## src/rtl/rc4_prga_decrypt_pkg.sv

```systemverilog
// ---------------------------------------------------------------------------
// rc4_pkg
// Shared definitions for the RC4 keystream/decrypt stage:
//   - prga_state_t : states of the keystream-generation/decrypt FSM
//   - MSG_LEN_DEF / RD_LAT_DEF : default message length and memory read latency
//   - CHAR_SPACE / CHAR_LO / CHAR_HI : accepted plaintext character set
//     (space plus lowercase a..z), used when the character check is enabled
// ---------------------------------------------------------------------------
package rc4_pkg;

    localparam int MSG_LEN_DEF = 32;
    localparam int RD_LAT_DEF  = 2;

    localparam logic [7:0] CHAR_SPACE = 8'h20;
    localparam logic [7:0] CHAR_LO    = 8'h61;
    localparam logic [7:0] CHAR_HI    = 8'h7A;

    typedef enum logic [2:0] {
        IDLE = 3'd0,
        RD_I = 3'd1,
        RD_J = 3'd2,
        WR_I = 3'd3,
        WR_J = 3'd4,
        RD_F = 3'd5,
        WR_D = 3'd6,
        DONE = 3'd7
    } prga_state_t;

    // States that hold an address and wait for memory q.
    function automatic logic is_read_state(input prga_state_t s);
        return (s == RD_I) || (s == RD_J) || (s == RD_F);
    endfunction

    // Plaintext byte is a space or a lowercase letter.
    function automatic logic is_text_char(input logic [7:0] c);
        return (c == CHAR_SPACE) || ((c >= CHAR_LO) && (c <= CHAR_HI));
    endfunction

endpackage

```

## src/rtl/rc4_prga_decrypt_if.sv

```systemverilog
// ---------------------------------------------------------------------------
// rc4_prga_decrypt_if
// Bundles the control handshake and the three memory ports of the RC4
// keystream/decrypt stage.
//   master : the decrypt FSM (drives addresses, write data, status)
//   slave  : sequencer + memories (drives start, s_q, rom_q)
// Signals:
//   start        sequencer -> FSM  one-cycle start pulse
//   finish       FSM -> seq        high while the FSM sits in DONE
//   fail         FSM -> seq        character-check abort flag
//   mem_req      FSM -> handler    S-memory port request
//   s_address/s_data/s_wren/s_q    S-memory port (256 x 8)
//   rom_address/rom_q              encrypted-message ROM
//   d_address/d_data/d_wren        decrypted-message RAM
// ---------------------------------------------------------------------------
interface rc4_prga_decrypt_if
    import rc4_pkg::*;
#(
    parameter int ADDR_W = $clog2(MSG_LEN_DEF)
);
    logic              start;
    logic              finish;
    logic              fail;
    logic              mem_req;
    logic [7:0]        s_address;
    logic [7:0]        s_data;
    logic              s_wren;
    logic [7:0]        s_q;
    logic [ADDR_W-1:0] rom_address;
    logic [7:0]        rom_q;
    logic [ADDR_W-1:0] d_address;
    logic [7:0]        d_data;
    logic              d_wren;

    modport master (
        input  start, s_q, rom_q,
        output finish, fail, mem_req,
               s_address, s_data, s_wren,
               rom_address,
               d_address, d_data, d_wren
    );

    modport slave (
        output start, s_q, rom_q,
        input  finish, fail, mem_req,
               s_address, s_data, s_wren,
               rom_address,
               d_address, d_data, d_wren
    );
endinterface

```

## src/rtl/rc4_prga_decrypt_rd_wait_timer.sv

```systemverilog
// ---------------------------------------------------------------------------
// rd_wait_timer
// Counts out the memory read latency for a read state. Loaded with RD_LAT-1
// on entry to a read state; o_sample is high during the cycle whose closing
// edge is the one at which memory q is valid.
// Ports:
//   clk       system clock
//   reset_n   asynchronous active-low reset
//   i_load    entering a read state this edge
//   i_active  currently in a read state
//   o_sample  sample memory q at the end of this cycle
// ---------------------------------------------------------------------------
module rd_wait_timer #(
    parameter int RD_LAT = 2
) (
    input  logic clk,
    input  logic reset_n,
    input  logic i_load,
    input  logic i_active,
    output logic o_sample
);
    localparam int         CW   = (RD_LAT > 1) ? $clog2(RD_LAT) : 1;
    localparam logic [CW-1:0] LOAD = CW'(RD_LAT - 1);

    logic [CW-1:0] r_cnt;

    always_ff @(posedge clk or negedge reset_n) begin
        if (!reset_n) begin
            r_cnt <= '0;
        end else if (i_load) begin
            r_cnt <= LOAD;
        end else if (r_cnt != '0) begin
            r_cnt <= r_cnt - CW'(1);
        end
    end

    assign o_sample = i_active && (r_cnt == '0);

endmodule

```

## src/rtl/rc4_prga_decrypt.sv

```systemverilog
// ---------------------------------------------------------------------------
// rc4_prga_decrypt
// RC4 keystream generation plus decrypt. After the S-box has been shuffled,
// a start pulse runs MSG_LEN iterations of the RC4 PRGA over the shared
// S-memory, XORs each keystream byte with the encrypted ROM and writes the
// plaintext to the decrypted RAM.
// Ports:
//   clk      system clock
//   reset_n  asynchronous active-low reset
//   bus      rc4_prga_decrypt_if.master (start/finish/fail, mem_req,
//            S-memory, ROM and decrypted-RAM ports)
// Parameters: MSG_LEN (bytes per run), RD_LAT (read latency in cycles),
//             ADDR_W (ROM/RAM address width).
// Build option: define RC4_CHAR_CHECK_EN to abort the run (fail=1, no RAM
// write) on the first plaintext byte that is not a space or a..z.
// ---------------------------------------------------------------------------
module rc4_prga_decrypt
    import rc4_pkg::*;
#(
    parameter int MSG_LEN = MSG_LEN_DEF,
    parameter int RD_LAT  = RD_LAT_DEF,
    parameter int ADDR_W  = $clog2(MSG_LEN)
) (
    input  logic                 clk,
    input  logic                 reset_n,
    rc4_prga_decrypt_if.master   bus
);
    localparam logic [ADDR_W-1:0] LAST_K = ADDR_W'(MSG_LEN - 1);

    prga_state_t       r_state;
    prga_state_t       w_state_next;

    logic [7:0]        r_i;
    logic [7:0]        r_j;
    logic [ADDR_W-1:0] r_k;
    logic [7:0]        r_si;
    logic [7:0]        r_sj;
    logic [7:0]        r_f;
    logic [7:0]        r_enc;

    logic              w_start_accept;
    logic              w_sample;
    logic              w_rd_active;
    logic              w_rd_load;
    logic              w_last;
    logic [7:0]        w_pt;

    assign w_pt        = r_f ^ r_enc;
    assign w_last      = (r_k == LAST_K);
    assign w_rd_active = is_read_state(r_state);
    // Restart the latency count whenever a read state is entered, including
    // the direct RD_I -> RD_J hand-over.
    assign w_rd_load   = is_read_state(w_state_next) && (w_state_next != r_state);

    rd_wait_timer #(
        .RD_LAT (RD_LAT)
    ) u_rd_wait_timer (
        .clk      (clk),
        .reset_n  (reset_n),
        .i_load   (w_rd_load),
        .i_active (w_rd_active),
        .o_sample (w_sample)
    );

    // -----------------------------------------------------------------------
    // State register
    // -----------------------------------------------------------------------
    always_ff @(posedge clk or negedge reset_n) begin
        if (!reset_n) begin
            r_state <= IDLE;
        end else begin
            r_state <= w_state_next;
        end
    end

    // -----------------------------------------------------------------------
    // Next state and memory-port outputs
    // -----------------------------------------------------------------------
`ifdef RC4_CHAR_CHECK_EN
    logic w_abort;
`endif

    always_comb begin
        w_state_next    = r_state;
        w_start_accept  = 1'b0;
`ifdef RC4_CHAR_CHECK_EN
        w_abort         = 1'b0;
`endif
        bus.finish      = 1'b0;
        bus.mem_req     = 1'b0;
        bus.s_address   = '0;
        bus.s_data      = '0;
        bus.s_wren      = 1'b0;
        bus.rom_address = '0;
        bus.d_address   = '0;
        bus.d_data      = '0;
        bus.d_wren      = 1'b0;

        case (r_state)
            IDLE: begin
                if (bus.start) begin
                    w_start_accept = 1'b1;
                    w_state_next   = RD_I;
                end
            end

            RD_I: begin
                bus.mem_req   = 1'b1;
                bus.s_address = r_i;
                if (w_sample) begin
                    w_state_next = RD_J;
                end
            end

            RD_J: begin
                bus.mem_req   = 1'b1;
                bus.s_address = r_j;
                if (w_sample) begin
                    w_state_next = WR_I;
                end
            end

            WR_I: begin
                bus.mem_req   = 1'b1;
                bus.s_address = r_i;
                bus.s_data    = r_sj;
                bus.s_wren    = 1'b1;
                w_state_next  = WR_J;
            end

            // When i == j both writes hit the same address with the same
            // value, which is exactly the RC4 swap result.
            WR_J: begin
                bus.mem_req   = 1'b1;
                bus.s_address = r_j;
                bus.s_data    = r_si;
                bus.s_wren    = 1'b1;
                w_state_next  = RD_F;
            end

            RD_F: begin
                bus.mem_req     = 1'b1;
                bus.s_address   = r_si + r_sj;
                bus.rom_address = r_k;
                if (w_sample) begin
                    w_state_next = WR_D;
                end
            end

            WR_D: begin
                bus.mem_req   = 1'b1;
                bus.d_address = r_k;
                bus.d_data    = w_pt;
                bus.d_wren    = 1'b1;
`ifdef RC4_CHAR_CHECK_EN
                if (!is_text_char(w_pt)) begin
                    bus.d_wren   = 1'b0;
                    w_abort      = 1'b1;
                    w_state_next = DONE;
                end else if (w_last) begin
                    w_state_next = DONE;
                end else begin
                    w_state_next = RD_I;
                end
`else
                if (w_last) begin
                    w_state_next = DONE;
                end else begin
                    w_state_next = RD_I;
                end
`endif
            end

            DONE: begin
                bus.finish = 1'b1;
                if (bus.start) begin
                    w_start_accept = 1'b1;
                    w_state_next   = RD_I;
                end
            end

            default: begin
                w_state_next = IDLE;
            end
        endcase
    end

    // -----------------------------------------------------------------------
    // Datapath: indices and sampled memory bytes
    // -----------------------------------------------------------------------
    always_ff @(posedge clk or negedge reset_n) begin
        if (!reset_n) begin
            r_i   <= '0;
            r_j   <= '0;
            r_k   <= '0;
            r_si  <= '0;
            r_sj  <= '0;
            r_f   <= '0;
            r_enc <= '0;
        end else begin
            if (w_start_accept) begin
                r_i <= 8'd1;
                r_j <= 8'd0;
                r_k <= '0;
            end

            case (r_state)
                RD_I: begin
                    if (w_sample) begin
                        r_si <= bus.s_q;
                        r_j  <= r_j + bus.s_q;
                    end
                end
                RD_J: begin
                    if (w_sample) begin
                        r_sj <= bus.s_q;
                    end
                end
                RD_F: begin
                    if (w_sample) begin
                        r_f   <= bus.s_q;
                        r_enc <= bus.rom_q;
                    end
                end
                WR_D: begin
                    if (!w_last) begin
                        r_k <= r_k + ADDR_W'(1);
                        r_i <= r_i + 8'd1;
                    end
                end
                default: begin
                end
            endcase
        end
    end

    // -----------------------------------------------------------------------
    // Character-check abort flag
    // -----------------------------------------------------------------------
`ifdef RC4_CHAR_CHECK_EN
    logic r_fail;

    always_ff @(posedge clk or negedge reset_n) begin
        if (!reset_n) begin
            r_fail <= 1'b0;
        end else if (w_start_accept) begin
            r_fail <= 1'b0;
        end else if (w_abort) begin
            r_fail <= 1'b1;
        end
    end

    assign bus.fail = r_fail;
`else
    assign bus.fail = 1'b0;
`endif

endmodule

```

## src/flat_wrapper.sv

```systemverilog
// flat-port wrapper written by rule: the top's interface ports become plain ports
module rc4_prga_decrypt_flat import rc4_pkg::*;
#(
    parameter int MSG_LEN = MSG_LEN_DEF,
    parameter int RD_LAT  = RD_LAT_DEF,
    parameter int ADDR_W  = $clog2(MSG_LEN)
)
  (clk, reset_n, bus_start, bus_s_q, bus_rom_q, bus_finish, bus_fail, bus_mem_req, bus_s_address, bus_s_data, bus_s_wren, bus_rom_address, bus_d_address, bus_d_data, bus_d_wren);
  rc4_prga_decrypt_if #(.ADDR_W(ADDR_W)) bus_i ();
  input  logic clk;
  input  logic reset_n;
  input wire logic [$bits(bus_i.start)-1:0] bus_start;
  input wire logic [$bits(bus_i.s_q)-1:0] bus_s_q;
  input wire logic [$bits(bus_i.rom_q)-1:0] bus_rom_q;
  output wire logic [$bits(bus_i.finish)-1:0] bus_finish;
  output wire logic [$bits(bus_i.fail)-1:0] bus_fail;
  output wire logic [$bits(bus_i.mem_req)-1:0] bus_mem_req;
  output wire logic [$bits(bus_i.s_address)-1:0] bus_s_address;
  output wire logic [$bits(bus_i.s_data)-1:0] bus_s_data;
  output wire logic [$bits(bus_i.s_wren)-1:0] bus_s_wren;
  output wire logic [$bits(bus_i.rom_address)-1:0] bus_rom_address;
  output wire logic [$bits(bus_i.d_address)-1:0] bus_d_address;
  output wire logic [$bits(bus_i.d_data)-1:0] bus_d_data;
  output wire logic [$bits(bus_i.d_wren)-1:0] bus_d_wren;
  assign bus_i.start = bus_start;
  assign bus_i.s_q = bus_s_q;
  assign bus_i.rom_q = bus_rom_q;
  assign bus_finish = bus_i.finish;
  assign bus_fail = bus_i.fail;
  assign bus_mem_req = bus_i.mem_req;
  assign bus_s_address = bus_i.s_address;
  assign bus_s_data = bus_i.s_data;
  assign bus_s_wren = bus_i.s_wren;
  assign bus_rom_address = bus_i.rom_address;
  assign bus_d_address = bus_i.d_address;
  assign bus_d_data = bus_i.d_data;
  assign bus_d_wren = bus_i.d_wren;
  rc4_prga_decrypt #(.MSG_LEN(MSG_LEN), .RD_LAT(RD_LAT), .ADDR_W(ADDR_W)) u_core (.clk(clk), .reset_n(reset_n), .bus(bus_i));
endmodule
```

## config.mk

```make
export PLATFORM = sky130hd
export DESIGN_NAME = rc4_prga_decrypt_flat
export DESIGN_NICKNAME = d
export VERILOG_FILES = /design/src/rtl/rc4_prga_decrypt_pkg.sv /design/src/rtl/rc4_prga_decrypt_if.sv /design/src/rtl/rc4_prga_decrypt_rd_wait_timer.sv /design/src/rtl/rc4_prga_decrypt.sv /design/src/flat_wrapper.sv
export SDC_FILE = /design/constraint.sdc
export NUM_CORES = 1
export LEC_CHECK = 0
export ABC_AREA = 1
export BUFFER_PORTS_ARGS = -buffer_cell sky130_fd_sc_hd__buf_2
export CORE_ASPECT_RATIO = 0.75
export CORE_UTILIZATION = 46
export CTS_BUF_LIST = sky130_fd_sc_hd__clkbuf_16
export CTS_CLUSTER_SIZE = 24
export DETAILED_ROUTE_END_ITERATION = 10
export GPL_ROUTABILITY_DRIVEN = 0
export HOLD_SLACK_MARGIN = 0.02
export PLACE_DENSITY = 0.76
export REMOVE_ABC_BUFFERS = 1
export SLEW_MARGIN = 20
export SYNTH_ARGS = -nofsm -noshare
export SYNTH_HDL_FRONTEND = slang
export SYNTH_SLANG_ARGS = --single-unit
export TNS_END_PERCENT = 1
```

## constraint.sdc

```tcl
create_clock -name clk -period 4.75 [get_ports clk]
set_clock_uncertainty 0.1 [all_clocks]
set_input_delay 0.2375 -clock clk [delete_from_list [all_inputs] [get_ports clk]]
set_output_delay 0.2375 -clock clk [all_outputs]
set_load 0.01 [all_outputs]
```

### Yosys cells after proc, flatten, opt, wreduce, memory -nomap -nowiden

Cells that the tools add are included.

| cells by class | value |
|---|---|
| add/subtract/negate cells | 5 |
| multipliers | 0 |
| divide/modulo/power cells | 0 |
| magnitude comparators | 0 |
| equality and inequality tests | 12 |
| shift operators | 0 |
| mux-type cells | 28 |
| bitwise logic cells | 2 |
| reductions and logical operators | 15 |

Operators by type and width:

| operator | count |
|---|---|
| 2-to-1 mux 8 bit | 7 |
| 2-to-1 mux 5 bit | 5 |
| case mux 8 bit (3 select lines) | 1 |
| case mux 3 bit (7 select lines) | 1 |
| adder 8 bit | 2 |
| case mux 8 bit (2 select lines) | 1 |
| equality test 3 bit, second input constant | 5 |
| 2-to-1 mux 3 bit | 5 |
| equality test 3 x 2 -> 1 bit, second input constant | 3 |
| adder 8 x 1 -> 8 bit, second input constant | 1 |
| 2-to-1 mux 1 bit | 8 |
| OR reduction 2 bit | 4 |
| bitwise XOR 8 bit | 1 |
| equality test 3 x 1 -> 1 bit, second input constant | 2 |
| AND reduction 2 bit | 3 |
| OR reduction 6 bit | 1 |
| adder 5 x 1 -> 5 bit, second input constant | 1 |
| equality test 5 bit, second input constant | 1 |
| logical OR 1 bit | 4 |
| zero test 3 bit | 1 |
| != test 3 bit | 1 |
| logical AND 1 bit | 2 |
| inverter 1 bit | 1 |
| subtractor 1 bit, second input constant | 1 |

| storage, ports and cells | value |
|---|---|
| bits in registers | 57 |
| latch bits | 0 |
| bits in writable memories | 0 |
| ROM bits | 0 |
| input bits | 19 |
| output and inout port bits | 39 |
| word-level logic and storage cells | 71 |
| memories kept | 0 |

### Longest topological paths before layout

| depth | value |
|---|---|
| word-level depth | 11 |
| mapped depth | 10 |
| mapped depth without buffers | 10 |

### By module

A second synthesis with hierarchy kept.

| second synthesis, totals | value |
|---|---|
| cell total of the unflattened synthesis | 479 |
| area total of the unflattened synthesis | 3608.5 µm² |

Modules (own cells, without submodules):

| module | times used | cells an instance | area each (µm²) | seq. area each (µm²) |
|---|---|---|---|---|
| rc4_prga_decrypt | 1 | 476 | 3573.4 | 1401.3 |
| rd_wait_timer | 1 | 3 | 35.0 | 25.0 |

### Worst setup path before layout

No wires, ideal clock.

| path | value |
|---|---|
| path type | register to output |
| start | register u_core.r_sj[0] |
| end | output port bus_s_address[4] |
| arrival time | 1628 ps |
| required time | 4413 ps |
| slack | 2784 ps |
| cell stages (with the launch flop) | 8 |
| buffers on the path | 0 |
| cells stage by stage | dfrtp_1 -> ha_1 -> fa_1 -> nand2_1 -> a21boi_0 -> o21ai_0 -> nand2_1 -> o21ai_0 |

| between the ends | value |
|---|---|
| cells in the longest elaborated chain, start to end | 2 |

RTL lines:

| item | RTL line | RTL |
|---|---|---|
| start, declared | rc4_prga_decrypt.sv:37 | `logic [7:0] r_sj;` |
| start signal, assigned | rc4_prga_decrypt.sv:216 | `r_sj <= bus.s_q;` |
| adder 8 bit | rc4_prga_decrypt.sv:143 | `bus.s_address = r_si + r_sj;` |
| case mux 8 bit (3 select lines) | rc4_prga_decrypt.sv:99 | `case (r_state)` |
| end, declared | flat_wrapper.sv:18 | `output wire logic [$bits(bus_i.s_address)-1:0] bus_s_address;` |

Every way passes these cells.

### Final worst setup path

| path | value |
|---|---|
| start | register u_core.r_state[2] |
| end | output port bus_s_address[4] |

| between the ends | value |
|---|---|
| cells in the longest elaborated chain, start to end | 3 |
| elaborated cells between the ends (all ways) | 8 |
| classes of those cells | eq/ne (5); mux (1); reduce/logical (2) |

RTL lines:

| item | RTL line | RTL |
|---|---|---|
| start, declared | rc4_prga_decrypt.sv:30 | `prga_state_t r_state;` |
| start signal, assigned | rc4_prga_decrypt.sv:72 | `r_state <= w_state_next;` |
| equality test 3 bit (tied with other cells) | rc4_prga_decrypt.sv:99 |  |
| OR reduction 2 bit (no source line) | n/a |  |
| case mux 8 bit (3 select lines) * | rc4_prga_decrypt.sv:99 |  |

Mark *: on every way between the ends. The rest lies on a longest branch, timed or not.

==> flow_summary_export.csv <==
group,metric,value,unit
status,outcome,"complete, no violations",
synthesis,synth_area_leaders,"dfrtp_1 40%, nand2_1 12%, inv_1 7.5%",
placement,pre_cts_slack,2480,ps
sta,finalSetupTns,0,ps
clocking,clockRootBuffer,"clkbuf_16",
route,drt-total-wl,8.99,mm
worst_setup_path,cp-start-kind,"register",
global_routing,grt_overflow,0,
route,num_vias,3293,
power,pwr-share-comb,49.6,%
global_routing,grt_max_degree,58,
clocking,clk_latency,330,ps
synthesis,ys_types,37,
clocking,clkTransAtPathRegs,50,ps
sta,fmax,0.377,GHz
sta,setup_viol,0,
clocking,cts_tree,"yes",
global_routing,grt.total_usage,23.4,%
sta,worst_slack,2100,ps
power,p_per_area,691,mW/mm^2
floorplan,rows,27,
run,cap_violations,0,
power,p_sw,1.28,mW
floorplan,die_w,104,um
synthesis,synth_most_common_cell,"nand2_1",
worst_hold_path,hp-class,"input pin to register",
synthesis,yosysSeqAreaShare,40.0,%
synthesis,ys_warn_count,0,
sta,max_slew_margin,50.8,%
global_routing,met1_usage,31.4,%
power,leakage,2.27,nW
global_routing,busiest_layer,"met2",
route,dr.pass1.iters,5,
route,first_iter_violations,163,
clocking,clock_path_buffers,2,
layout,nFillCells,675,
worst_hold_path,min_path_cells,2,
route,drt-wirelength-per-cell,14.3,um
global_routing,antenna_found_initial,0,
synthesis,synth_area_per_cell,7.69,um^2
floorplan,ios,58,
sta,fin_crit,2650,ps
global_routing,grt_pass1_wl,14.8,mm
clocking,cts_made_buffers,9,
worst_setup_path,r2r_cells,8,
power,sw_frac_of_total,44.6,%
clocking,cts.sinks,57,
worst_setup_path,crit_path_max_incr_delay,460,ps
worst_setup_path,path_cells,"inv_2 > nand3_1 > nand2_1 > inv_1 > o21ai_0 > inv_1 > o21ai_0 > buf_2",
floorplan,design.core.area,0.00743,mm^2
route,drc,0,
synthesis,synth_edf_count,0,
sta,worst-slew-pin-transition,738,ps
route,ant_nets,0,
worst_setup_path,critPathRequiredTime,4410,ps
worst_setup_path,cp_slowest_cell,"dfrtp_1",
synthesis,syn_inst,464,
synthesis,synth_seq_cells,57,
floorplan,initial_core_util,48.0,%
clocking,cts_resized,0,
power,clkPwrFrac,19.3,%
route,routed_via_density,5.24,
worst_setup_path,arrival,2320,ps
synthesis,postSynth.asyncResetShare,100,%
synthesis,synth_ff_type,"dfrtp_1",
power,peakVddDrop,262,uV
floorplan,die_area,0.00811,mm^2
floorplan,fp.dieH,78.3,um
layout,nNetsFinal,561,
worst_setup_path,cp_max_fo,11,
worst_setup_path,rrSetupSlack,2700,ps
worst_setup_path,crit_path_end_kind,"primary output",
global_routing,met2_usage,37.2,%
global_routing,grt_pass1_vias,3155,
synthesis,synth_top_area_cell,"dfrtp_1",
layout,antenna_cells,0,
layout,drive_gt1_share,17.8,%
sta,finalHoldViolCount,0,
placement,io_buffers,56,
synthesis,syn_area,0.00357,mm^2
placement,hpwl,6.62,mm
synthesis,synth_top_area_share,40.0,%
power,p_seq_share,31.1,%
layout,syn_to_final_growth,16.9,%
sta,fin_crit_sh,55.9,%
synthesis,synth_commonest_cells,"116 x nand2_1, 71 x inv_1, 57 x dfrtp_1",
power,p_int,1.60,mW
clocking,h-tree-depth,3,
worst_setup_path,criticalPathCategory,"register to primary output",
sta,drv_slew,0,
sta,rsz0062_at_grt,"false",
global_routing,grt_util_met3,5.07,%
## final cells by class
cell class | instances | area (um^2) | share of cell area [%]
inverters | 76 | 285 | 6.84
multi-input cells | 321 | 1780 | 42.7
repair buffers | 58 | 298 | 7.14
clock inverters | 7 | 30.0 | 0.720
flip-flops and latches | 57 | 1430 | 34.2
clock buffers | 9 | 225 | 5.40
well taps | 101 | 126 | 3.03
## layer usage
metal,share of wire [%],vias to the layer above
met5,0,-
met4,1.6,0
met3,5.8,17
met2,46,106
met1,46,1557
li1,-,1613
## final timing paths
| kind | endpoint | startpoint |
|---|---|---|
| worst max-delay path | bus_s_address[4] | u_core.r_state[2]$_DFF_PN0_ |
| worst min-delay path | u_core.r_enc[0]$_DFFE_PN0P_ | bus_rom_q[0] |
| worst max register to register | u_core.r_j[6]$_DFF_PN0_ | u_core.r_state[1]$_DFF_PN0_ |
| worst min register to register | u_core.r_f[5]$_DFFE_PN0P_ | u_core.r_f[5]$_DFFE_PN0P_ |
| min in group asynchronous | u_core.r_enc[4]$_DFFE_PN0P_ | reset_n |
| max in group asynchronous | u_core.u_rd_wait_timer.r_cnt$_DFF_PN0_ | reset_n |
## stage by stage
stage                     utilization (%)  hold slack (ps)  power, mW  instances  cell area, um^2
after detailed placement             52.5              326       2.31        612             3910
after CTS                            56.1             32.9       2.88        629             4170
after global routing                 56.1             46.9       3.13        629             4170
after floorplan                         -             -158       1.89        454             3490
after global placement               52.5              324       2.25        612             3910
final                                56.1             35.9       2.88        629             4170
## sequential cells by signal (all words and copies together) (netlist names)
name	count
u_core.r_j	8
u_core.r_k	5
u_core.r_i	8
u_core.r_si	8
u_core.r_f	8
u_core.r_enc	8
u_core.r_sj	8
u_core.r_state	3
u_core.u_rd_wait_timer.r_cnt	1
## cell families after synthesis
family,Yosys count,synth area share [%]
AOI/OAI and AO/OA,73,10.9
xor gates and xnor gates,11,2.70
adders and majority gates,19,7.09
buffers and inverters,86,10.1
DFF,57,40.0
muxes,8,2.84
other,1,0.105
and+or+nand+nor,209,26.2
## power groups by stage
stage	sequential, mW	clock [mW]	combinational (mW)
CTS	0.892	0.561	1.43
finish	0.896	0.555	1.43
floorplan	0.846	0	1.05
global placement	0.881	0	1.37
global route	0.926	0.583	1.62
detailed placement	0.898	0	1.42
## repair_timing
action,in CTS,in global routing
setup endpoints to repair,0,0
hold endpoints to repair,57,0
hold buffers,1,0
setup buffers,0,0
## cell usage in the layout, fill, tap and decap left out, drive strengths merged
master         n
clkinv         5
clkbuf         9
ha            17
nand2        121
a21oi         15
mux2           8
buf           57
a211oi         1
nor3           5
nand4          7
xnor2          9
o21ai         43
inv           78
xor2           2
dlygate4sd3    1
nand3b         2
nand3         39
a31oi          1
fa             2
dfrtp         57
or2            2
conb           1
o22ai          9
o211ai         1
a22oi          2
a21boi         1
nor2          33
## worst max-delay path: cells and delay by family, from the launching register on
| family | cells | cell delay [ps] |
|---|---|---|
| simple gates | 2 | 710 |
| buf+inv | 4 | 540 |
| flops | 1 | 460 |
| compound gates | 2 | 270 |
(Power assumes the default switching activity.)
